--- src/rtl/mips_pkg.sv ---
// Shared encodings for the multicycle MIPS control path: FSM states,
// opcode/funct fields, internal ALU op codes and ALU control values.
package mips_pkg;

  localparam int STATE_W = 4;

  typedef enum logic [STATE_W-1:0] {
    FETCH   = 4'd0,
    DECODE  = 4'd1,
    MEMADR  = 4'd2,
    MEMRD   = 4'd3,
    MEMWB   = 4'd4,
    MEMWR   = 4'd5,
    RTYPEEX = 4'd6,
    RTYPEWB = 4'd7,
    BEQEX   = 4'd8,
    ADDIEX  = 4'd9,
    ADDIWB  = 4'd10,
    JEX     = 4'd11
  } statetype;

  localparam logic [5:0] OP_LW    = 6'b100011;
  localparam logic [5:0] OP_SW    = 6'b101011;
  localparam logic [5:0] OP_RTYPE = 6'b000000;
  localparam logic [5:0] OP_BEQ   = 6'b000100;
  localparam logic [5:0] OP_ADDI  = 6'b001000;
  localparam logic [5:0] OP_J     = 6'b000010;

  localparam logic [5:0] F_ADD = 6'b100000;
  localparam logic [5:0] F_SUB = 6'b100010;
  localparam logic [5:0] F_AND = 6'b100100;
  localparam logic [5:0] F_OR  = 6'b100101;
  localparam logic [5:0] F_SLT = 6'b101010;

  typedef enum logic [1:0] {
    ALUOP_ADD   = 2'b00,
    ALUOP_SUB   = 2'b01,
    ALUOP_FUNCT = 2'b10
  } aluop_t;

  localparam logic [2:0] ALU_AND = 3'b000;
  localparam logic [2:0] ALU_OR  = 3'b001;
  localparam logic [2:0] ALU_ADD = 3'b010;
  localparam logic [2:0] ALU_SUB = 3'b110;
  localparam logic [2:0] ALU_SLT = 3'b111;

endpackage

--- src/rtl/multicycle_controller_aludec.sv ---
// ALU decoder: maps the controller's 2-bit ALU op and the instruction funct
// field to the 3-bit ALU control word.
module aludec
  import mips_pkg::*;
(
  input  logic [1:0] aluop,
  input  logic [5:0] funct,
  output logic [2:0] alucontrol
);

  always_comb begin
    alucontrol = ALU_ADD;
    case (aluop)
      ALUOP_ADD: alucontrol = ALU_ADD;
      ALUOP_SUB: alucontrol = ALU_SUB;
      ALUOP_FUNCT: begin
        case (funct)
          F_ADD:   alucontrol = ALU_ADD;
          F_SUB:   alucontrol = ALU_SUB;
          F_AND:   alucontrol = ALU_AND;
          F_OR:    alucontrol = ALU_OR;
          F_SLT:   alucontrol = ALU_SLT;
          default: alucontrol = ALU_ADD;
        endcase
      end
      default: alucontrol = ALU_ADD;
    endcase
  end

endmodule

--- src/rtl/multicycle_controller.sv ---
// Multicycle MIPS control FSM: steps one instruction at a time through
// fetch/decode/execute/memory/writeback and drives the datapath controls.
module multicycle_controller
  import mips_pkg::*;
(
  input  logic               clk,
  input  logic               reset,
  input  logic [5:0]         op,
  input  logic [5:0]         funct,
  input  logic               zero,
  output logic               pcen,
  output logic               memwrite,
  output logic               irwrite,
  output logic               regwrite,
  output logic               iord,
  output logic               memtoreg,
  output logic               regdst,
  output logic               alusrca,
  output logic [1:0]         alusrcb,
  output logic [1:0]         pcsrc,
  output logic [2:0]         alucontrol,
  output logic               illegal,
  output logic [STATE_W-1:0] state
);

  statetype state_q, state_d;

  logic   pcwrite, branch, op_legal;
  logic   memwrite_s, irwrite_s, regwrite_s, iord_s, memtoreg_s, regdst_s;
  logic   alusrca_s;
  logic [1:0] alusrcb_s, pcsrc_s;
  aluop_t aluop;

  // NOTE: state uses non-blocking assignment; reset is synchronous here.
  always_ff @(posedge clk) begin
    if (reset) state_q <= FETCH;
    else       state_q <= state_d;
  end

  always_comb begin
    op_legal = (op == OP_LW) || (op == OP_SW) || (op == OP_RTYPE) ||
               (op == OP_BEQ) || (op == OP_ADDI) || (op == OP_J);
  end

  always_comb begin
    state_d = FETCH;
    case (state_q)
      FETCH:  state_d = DECODE;
      DECODE: begin
        case (op)
          OP_LW, OP_SW: state_d = MEMADR;
          OP_RTYPE:     state_d = RTYPEEX;
          OP_BEQ:       state_d = BEQEX;
          OP_ADDI:      state_d = ADDIEX;
          OP_J:         state_d = JEX;
          default:      state_d = FETCH;
        endcase
      end
      MEMADR:  state_d = (op == OP_LW) ? MEMRD : MEMWR;
      MEMRD:   state_d = MEMWB;
      RTYPEEX: state_d = RTYPEWB;
      ADDIEX:  state_d = ADDIWB;
      default: state_d = FETCH;
    endcase
  end

  // NOTE: every output gets a default first so no latch is inferred.
  always_comb begin
    pcwrite    = 1'b0;
    branch     = 1'b0;
    memwrite_s = 1'b0;
    irwrite_s  = 1'b0;
    regwrite_s = 1'b0;
    iord_s     = 1'b0;
    memtoreg_s = 1'b0;
    regdst_s   = 1'b0;
    alusrca_s  = 1'b0;
    alusrcb_s  = 2'b00;
    pcsrc_s    = 2'b00;
    aluop      = ALUOP_ADD;
    case (state_q)
      FETCH: begin
        irwrite_s = 1'b1;
        pcwrite   = 1'b1;
        alusrcb_s = 2'b01;
      end
      DECODE:  alusrcb_s = 2'b11;
      MEMADR: begin
        alusrca_s = 1'b1;
        alusrcb_s = 2'b10;
      end
      MEMRD:   iord_s = 1'b1;
      MEMWB: begin
        memtoreg_s = 1'b1;
        regwrite_s = 1'b1;
      end
      MEMWR: begin
        iord_s     = 1'b1;
        memwrite_s = 1'b1;
      end
      RTYPEEX: begin
        alusrca_s = 1'b1;
        aluop     = ALUOP_FUNCT;
      end
      RTYPEWB: begin
        regdst_s   = 1'b1;
        regwrite_s = 1'b1;
      end
      BEQEX: begin
        alusrca_s = 1'b1;
        aluop     = ALUOP_SUB;
        pcsrc_s   = 2'b01;
        branch    = 1'b1;
      end
      ADDIEX: begin
        alusrca_s = 1'b1;
        alusrcb_s = 2'b10;
      end
      ADDIWB:  regwrite_s = 1'b1;
      JEX: begin
        pcsrc_s = 2'b10;
        pcwrite = 1'b1;
      end
      default: ;
    endcase

    // Reset overrides the decoded state: no writes, FETCH select values.
    if (reset) begin
      pcwrite    = 1'b0;
      branch     = 1'b0;
      memwrite_s = 1'b0;
      irwrite_s  = 1'b0;
      regwrite_s = 1'b0;
      iord_s     = 1'b0;
      memtoreg_s = 1'b0;
      regdst_s   = 1'b0;
      alusrca_s  = 1'b0;
      alusrcb_s  = 2'b01;
      pcsrc_s    = 2'b00;
      aluop      = ALUOP_ADD;
    end
  end

  aludec u_aludec (
    .aluop      (aluop),
    .funct      (funct),
    .alucontrol (alucontrol)
  );

  assign pcen     = pcwrite | (branch & zero);
  assign memwrite = memwrite_s;
  assign irwrite  = irwrite_s;
  assign regwrite = regwrite_s;
  assign iord     = iord_s;
  assign memtoreg = memtoreg_s;
  assign regdst   = regdst_s;
  assign alusrca  = alusrca_s;
  assign alusrcb  = alusrcb_s;
  assign pcsrc    = pcsrc_s;
  assign illegal  = (state_q == DECODE) && !op_legal && !reset;
  assign state    = state_q;

endmodule

--- config.mk ---
export PLATFORM = sky130hd
export DESIGN_NAME = multicycle_controller
export DESIGN_NICKNAME = d
export VERILOG_FILES = /design/src/rtl/mips_pkg.sv /design/src/rtl/multicycle_controller_aludec.sv /design/src/rtl/multicycle_controller.sv
export SDC_FILE = /design/constraint.sdc
export NUM_CORES = 1
export LEC_CHECK = 0
export CORE_UTILIZATION = 30
export DETAILED_ROUTE_END_ITERATION = 12
export MAX_ROUTING_LAYER = met4
export PLACE_DENSITY = 0.69
export SYNTH_ARGS = -nofsm -noshare
export SYNTH_HDL_FRONTEND = slang
export SYNTH_SLANG_ARGS = --single-unit
--- constraint.sdc ---
create_clock -name clk -period 1.6 [get_ports clk]
set_input_delay 0.24 -clock clk [delete_from_list [all_inputs] [get_ports clk]]
set_output_delay 0.24 -clock clk [all_outputs]
set_load 0.05 [all_outputs]
==> flow_summary_export.csv, run 1 <==
group,metric,value,unit
logic_synthesis,ys_seq_area_frac,0.137,
logic_synthesis,netlist_instances,87,
logic_synthesis,synthArstFlopShare,0,
logic_synthesis,yosys-top-cells-area,"dfxtp_1 (14%), nor2_1 (7.7%), a21oi_1 (6.9%)",
cts,holdBufCountCts,0,
outcome,run_status,"aborted with a tool error",
floorplan,die_h,46.1,microns
placement,portBuffers,34,
placement,gp_congestion,0.885,
logic_synthesis,syn_area,583,sq um
global_route,grt_max_degree,12,
outcome,stop_stage,"5_1_grt",
cts,clock-root-buffer,"clkbuf_4",
cts,htreeDepth,1,
logic_synthesis,synth_top_area_share,0.137,
logic_synthesis,synth_edf_count,0,
logic_synthesis,synth_area_leader_cell,"dfxtp_1",
timing,grt_repair_worst_endpoint,"alucontrol[1]",
logic_synthesis,synth_nets,104,
outcome,tool.error,"[ERROR DPL-0038] Utilization greater than 100%, impossible to legalize",
logic_synthesis,yosys_warnings,0,
logic_synthesis,syn_avg_cell_area,6.70,sq um
timing,endpoint_type,"top-level output",
floorplan,io_pins,35,
cts,cts-buffers-inserted,3,
floorplan,initial_utilization,0.327,
placement,dp_hpwl,2050,microns
floorplan,die_w,46.1,microns
logic_synthesis,ys_seq_elements,4,
placement,place_area,0.00142,sq mm
cts,max-clock-path-buffers,2,
cts,clkSinkCount,4,
floorplan,fp-row-count,15,
logic_synthesis,ys.flop_type,"dfxtp_1",
placement,place_ws,-0.612,ns
logic_synthesis,yosysUniqueCellTypes,38,
## synth_stat cells (all sizes together) (2+ instances only)
library cell,n
nor2,12
a21oi,8
nor3,7
buf,4
dfxtp,4
inv,4
nand3,4
nor2b,4
nor4,4
o21ai,4
nand2,3
nand2b,3
or3,3
and3,2
ha,2
or2,2
xnor2,2
## stage by stage
step	TNS [ns]	instances
floorplan	-2.06	87
global placement	-2.65	167
detailed placement	-3.19	167
CTS	-2.71	181
## what timing repair did
item,4_1_cts
cloned,0
hold endpoints to repair,0
gates resized for setup,31
pin swaps,15
endpoints found under the setup margin,14
setup buffers,11
## kinds of logic after synthesis
group,synth area share
AOI/OAI and AO/OA,0.251
xor gates and xnor gates,0.0451
adders and majority gates,0.0429
buffers and inverters,0.0687
DFF,0.137
and+or+nand+nor,0.455
==> run 2: changes to the inputs <==
--- a/config.mk
+++ b/config.mk
@@ -5,10 +5,10 @@
 export SDC_FILE = /design/constraint.sdc
 export NUM_CORES = 1
 export LEC_CHECK = 0
-export CORE_UTILIZATION = 30
+export CORE_AREA = 2 2 63 65
 export DETAILED_ROUTE_END_ITERATION = 12
-export MAX_ROUTING_LAYER = met4
-export PLACE_DENSITY = 0.69
+export DIE_AREA = 0 0 65 67
+export PLACE_DENSITY_LB_ADDON = 0.15
 export SYNTH_ARGS = -nofsm -noshare
 export SYNTH_HDL_FRONTEND = slang
 export SYNTH_SLANG_ARGS = --single-unit
==> constraint.sdc (replaced) <==
create_clock -name clk -period 2.08 [get_ports clk]
set_input_delay 0.312 -clock clk [delete_from_list [all_inputs] [get_ports clk]]
set_output_delay 0.312 -clock clk [all_outputs]
set_load 0.05 [all_outputs]
==> run 2 against run 1 <==
Net effect:
- the run now ends clean
- synthesized area stayed put
- synthesized cell count stayed put
==> flow_summary_export.csv, run 2 <==
group,metric,value,unit
pwr,p_int,0.301,mW
drt,wl,2220,microns
finish,area_delta_synth_final,142,%
floorplan,die_w,65,microns
pwr,leakagePower,0.546,nW
worst_setup_path,worstPathArrival,1.70,ns
logic_synthesis,syn_area,583,sq um
cts,holdBufCountCts,0,
pwr,powerDensity,309,mW/mm^2
min_path,hp-class,"flip-flop to flip-flop",
pwr,pwr-share-comb,0.423,
cts,cts-buffers-inserted,3,
placement,portBuffers,34,
worst_setup_path,crit_chain,"nand2b_4 -> or3_4 -> inv_2 -> ha_4 -> a211o_4 -> buf_8",
placement,gp_congestion,0.783,
logic_synthesis,synthArstFlopShare,0,
floorplan,initial_utilization,0.162,
finish,nets,156,
floorplan,die_area,0.00436,sq mm
global_route,grt_antenna_before_repair,0,
cts,clock-root-buffer,"clkbuf_8",
worst_setup_path,worstSetupEndpointType,"primary output",
timing,slew_viol_final,0,
logic_synthesis,ys.flop_type,"dfxtp_1",
worst_setup_path,r2r_end,"state[2]",
min_path,hold_depth,2,
worst_setup_path,cp_num_buf_inv,2,
cts,max-clock-path-buffers,2,
global_route,grt_pass1_wl,3720,microns
worst_setup_path,r2r_setup_slack,0.68,ns
floorplan,core,0.00361,sq mm
logic_synthesis,synth_common_cells,"nor2_1 (12), a21oi_1 (8), nor3_1 (7)",
finish,final_common_cell,"buf_4",
floorplan,io_pins,35,
worst_setup_path,critPathMaxStageDelay,0.37,ns
min_path,worstHoldStart,"state[3]",
timing,rsz0062_at_grt,"false",
logic_synthesis,yosys_warnings,0,
pwr,p_seq_frac,0.183,
timing,skew,0.00564,ns
logic_synthesis,synth_area_leader_cell,"dfxtp_1",
worst_setup_path,crit_slowest_cell,"or3_4",
worst_setup_path,crit_required,1.77,ns
pwr,vdd_drop_max,0.207,mV
outcome,run_status,"complete, no violations",
finish,largest_reg_flops,4,
timing,tns,0,ns
logic_synthesis,yosysUniqueCellTypes,38,
drt,vias_per_cell,4.44,
timing,tightest_slew,0.497,ns
drt,post-route-drc-count,0,
finish,final_util,0.392,
cts,cts_tree,"yes",
logic_synthesis,synth_top_area_share,0.137,
worst_setup_path,critical_path.top_delay_family,"simple AND/OR/NAND/NOR gates",
finish,drive_gt1_frac,0.449,
timing,finalSetupViolCount,0,
logic_synthesis,yosysMostFrequentCell,"nor2_1",
finish,layout_common_cells,"buf_4 (17), clkdlybuf4s50_1 (15), buf_12 (15)",
worst_setup_path,reg2reg_from,"state[0]",
worst_setup_path,path_class,"flip-flop to primary output",
placement,dp_hpwl,1710,microns
pwr,p_clk_frac,0.394,
global_route,overflow,0,
timing,post-route-period-util,0.968,
timing,slew_headroom,0.667,
global_route,grt_max_degree,16,
finish,diodes,0,
drt,via_count,825,
cts,clk_pin_slew_worst_paths,0.03,ns
cts,clk_latency,0.22,ns
min_path,min_to,"state[0]",
floorplan,fp-row-count,22,
pwr,p_sw_frac,0.311,
global_route,grtUsageTotal,0.109,
timing,hold_violations,0,
worst_setup_path,critical_path_peak_fanout,3,
worst_setup_path,reg2reg_depth,5,
drt,ant_nets,0,
floorplan,die_h,67,microns
logic_synthesis,ys_seq_area_frac,0.137,
drt,drt_iter0_drc,11,
worst_setup_path,start_kind,"flip-flop",
timing,period_needed,2.01,ns
logic_synthesis,synth_nets,104,
logic_synthesis,synth_edf_count,0,
drt,wire_per_inst,11.9,microns
placement,dp.cells,180,
timing,fmax,496,MHz
global_route,grt_pass1_vias,896,
logic_synthesis,syn_avg_cell_area,6.70,sq um
logic_synthesis,ys_seq_elements,4,
cts,clkSinkCount,4,
logic_synthesis,netlist_instances,87,
drt,drt-pass1-iter-count,3,
pwr,fin_total_pwr,0.437,mW
logic_synthesis,yosys-top-cells-area,"dfxtp_1 (14%), nor2_1 (7.7%), a21oi_1 (6.9%)",
finish,finalNonFillerCells,186,
cts,htreeDepth,1,
flow_run,drv_cap,0,
pwr,power_switching,0.136,mW
==> run 2: layer usage <==
metal,vias up,share of wire,GRT usage
met5,-,0,0
li1,417,-,-
met4,0,0.0077,0.0372
met3,2,0.049,0.0220
met1,382,0.43,0.124
met2,24,0.52,0.202
==> run 2: logic make-up (layout without fill, tap and decap cells) <==
logic type	after synthesis	after routing	synth area share
and+or+nand+nor	48	48	0.455
DFF	4	4	0.137
AOI/OAI and AO/OA	21	21	0.251
xor gates and xnor gates	3	3	0.0451
adders and majority gates	2	2	0.0429
buffers and inverters	9	60	0.0687
==> run 2: metrics by stage <==
step | area (sq um) | setup WS [ns] | hold WS (ns)
2_1_floorplan | 659 | -0.112 | 0.510
3_3_place_gp | 1300 | -0.346 | 0.617
3_5_place_dp | 1300 | -0.367 | 0.619
4_1_cts | 1390 | 0.0112 | 0.622
5_1_grt | 1410 | 0.00162 | 0.660
6_report | 1410 | 0.0658 | 0.615
==> run 2: repair_timing <==
item | 4_1_cts | 5_1_grt
gates resized for setup | 10 | 6
buffers inserted | 0 | 2
pin swaps | 1 | 2
endpoints found under the setup margin | 4 | 4
==> run 2: worst max path at each step <==
stage,start,end,slack [ns],cells after the start
after floorplan,state[2],alucontrol[0],-0.11,6
after global routing,state[2],illegal,0.002,5
after CTS,reset,alucontrol[1],0.01,9
after global placement,reset,alucontrol[1],-0.35,7
final,state[1],alucontrol[1],0.07,6
after detailed placement,reset,alucontrol[1],-0.37,7
==> run 2: layout make-up <==
class | instances | area, sq um
inverters | 4 | 18.8
multi-input cells | 74 | 558
clock buffers | 4 | 45.0
flip-flops and latches | 4 | 92.6
fillers | 370 | 2190
repair buffers | 52 | 638
well taps | 48 | 60.1
==> run 2: power groups by stage <==
stage | combinational (mW) | clock [mW] | sequential [mW]
2_1_floorplan | 0.0752 | 0 | 0.0896
3_3_place_gp | 0.178 | 0 | 0.0811
3_5_place_dp | 0.178 | 0 | 0.0810
4_1_cts | 0.181 | 0.177 | 0.0802
5_1_grt | 0.196 | 0.185 | 0.0804
6_report | 0.185 | 0.172 | 0.0801
==> run 2: worst register-to-register path, cell delays in order (launching register included) <==
cell	delay, ns
dfxtp_4	0.34
buf_4	0.17
or2_0	0.22
nor4_1	0.28
a2bb2oi_1	0.19
nor2_1	0.06
No activity file was read; power rests on OpenSTA's default activity.
==> run 3: changes to the inputs <==
==> constraint.sdc (replaced) <==
create_clock -name clk -period 2 [get_ports clk]
set_input_delay 0.3 -clock clk [delete_from_list [all_inputs] [get_ports clk]]
set_output_delay 0.3 -clock clk [all_outputs]
set_load 0.05 [all_outputs]
==> run 3 against run 2 <==
Net effect:
- the flow now finishes with violations (setup timing)
- largest power group unchanged
- final cell count rose by 2.2%
- largest cell class unchanged
- die area unchanged
- register-to-register slack lost 0.07 ns
- count of clock-buffer cells in the layout did not move
- critical path depth unchanged
- global-route usage up 0.55 points
- worst setup slack got worse by 0.089 ns
- clock skew rose by 0.0025 ns
- power grew 7.8%
- critical endpoint unchanged
- core utilization increased by 2.1 points
- design area increased by 5.3%
- sequential cell count unchanged
==> flow_summary_export.csv, run 3 (synthesized netlist as in run 2, its figures left out) <==
group,metric,value,unit
finish,largest_reg_flops,4,
floorplan,initial_utilization,0.162,
cts,clk_latency,0.22,ns
pwr,power_switching,0.153,mW
floorplan,die_area,0.00436,sq mm
timing,period_needed,2.02,ns
drt,vias_per_cell,4.56,
global_route,grt_pass1_vias,874,
cts,max-clock-path-buffers,2,
worst_setup_path,worstPathArrival,1.72,ns
finish,final_util,0.413,
timing,slew_viol_final,0,
global_route,overflow,0,
timing,rsz0062_at_grt,"true",
timing,hold_violations,0,
pwr,p_clk_frac,0.391,
pwr,pwr-share-comb,0.427,
cts,clock-root-buffer,"clkbuf_8",
finish,layout_common_cells,"buf_4 (24), buf_12 (15), clkdlybuf4s50_1 (13)",
placement,place_ws,-0.317,ns
finish,multi_input_area,623,sq um
worst_setup_path,path_class,"flip-flop to primary output",
timing,hold_ws,0.595,ns
timing,post-route-period-util,1.01,
pwr,vdd_drop_max,0.219,mV
timing,fmax,494,MHz
global_route,grt_max_degree,14,
cts,holdBufCountCts,0,
worst_setup_path,start_kind,"flip-flop",
worst_setup_path,worstSetupEndpointType,"primary output",
drt,drt-pass1-iter-count,4,
timing,tightest_slew,0.495,ns
min_path,hp-class,"primary input to flip-flop",
finish,diodes,0,
pwr,fin_total_pwr,0.471,mW
pwr,powerDensity,317,mW/mm^2
floorplan,io_pins,35,
timing,timing.final.ws_setup,-0.0231,ns
finish,drive_gt1_frac,0.542,
placement,place_area,0.00135,sq mm
finish,finalNonFillerCells,190,
placement,dp.cells,180,
flow_run,drv_cap,0,
drt,via_count,867,
placement,gp_congestion,0.770,
cts,clk_pin_slew_worst_paths,0.03,ns
cts,clkSinkCount,4,
worst_setup_path,crit_required,1.70,ns
drt,post-route-drc-count,0,
cts,htreeDepth,1,
finish,final_area,0.00149,sq mm
placement,portBuffers,34,
drt,ant_nets,0,
global_route,grt_pass1_wl,3890,microns
timing,finalSetupViolCount,2,
finish,area_delta_synth_final,155,%
drt,drt_iter0_drc,11,
drt,wire_per_inst,12.0,microns
floorplan,fp-row-count,22,
finish,nets,160,
outcome,violations,"setup timing",
pwr,p_sw_frac,0.324,
pwr,leakagePower,0.559,nW
timing,slew_headroom,0.669,
cts,cts-buffers-inserted,3,
timing,tns,-0.0290,ns
finish,final-seq-area,92.6,sq um
outcome,run_status,"finished with violations",
finish,n_fill_cell,373,
pwr,p_seq_frac,0.182,
floorplan,core,0.00361,sq mm
cts,cts_tree,"yes",
floorplan,die_h,67,microns
timing,skew,0.00818,ns
global_route,grt_antenna_before_repair,0,
placement,dp_hpwl,1800,microns
drt,wl,2290,microns
finish,final_common_cell,"buf_4",
pwr,p_int,0.319,mW
worst_setup_path,critical_path_peak_fanout,3,
floorplan,die_w,65,microns
global_route,grtUsageTotal,0.115,
-- run 3: changes by cell type in the layout (fill, tap and decap cells not counted), moves of 2 or more --
cell	previous run	this run
clkdlybuf4s50_1	15	13
nor2_1	11	9
buf_4	17	24
dlygate4sd2_1	0	2
dlymetal6s2s_1	2	0
-- run 3: power groups by stage --
stage / logic [mW] / registers [mW] / clock network (mW)
after floorplan: 0.0851 / 0.0938 / 0
after global placement: 0.184 / 0.0883 / 0
after detailed placement: 0.185 / 0.0885 / 0
after CTS: 0.187 / 0.0875 / 0.192
after global routing: 0.214 / 0.0865 / 0.198
final: 0.201 / 0.0856 / 0.184
-- run 3: final cells by class --
| class | count | area share |
|---|---|---|
| timing repair buffer | 56 | 0.436 |
| multi-input combinational | 74 | 0.419 |
| sequential | 4 | 0.0622 |
| tap | 48 | 0.0404 |
| clock buffer | 4 | 0.0303 |
| inverter | 4 | 0.0126 |
-- run 3: path summary, 6_finish.rpt --
kind / start / to / slack [ns] / depth (start not counted)
max: state[1] / alucontrol[1] / -0.02 / 6
min: reset / state[3] / 0.59 / 4
max reg2reg: state[2] / state[0] / 0.61 / 5
min reg2reg: state[3] / state[0] / 0.62 / 2
-- run 3: routing by layer --
layer  part of all wire  vias up  GRT usage
met3              0.052        0     0.0355
met2               0.54       25      0.204
met4                  0        0     0.0239
li1                   -      426          -
met1               0.41      416      0.136
met5                  0        -          0
-- run 3: what timing repair did --
action                                  4_1_cts  5_1_grt
resized for setup                             9        8
pin swaps                                     5        5
buffers inserted                              2        4
cloned                                        0        0
endpoints found under the setup margin        4        5
-- run 3: critical path: stages, from the launching register on --
cell and delay (ns):
dfxtp_4 0.35, nand2b_4 0.05, or3_4 0.39, inv_2 0.08
ha_4 0.21, a211o_4 0.27, buf_8 0.15
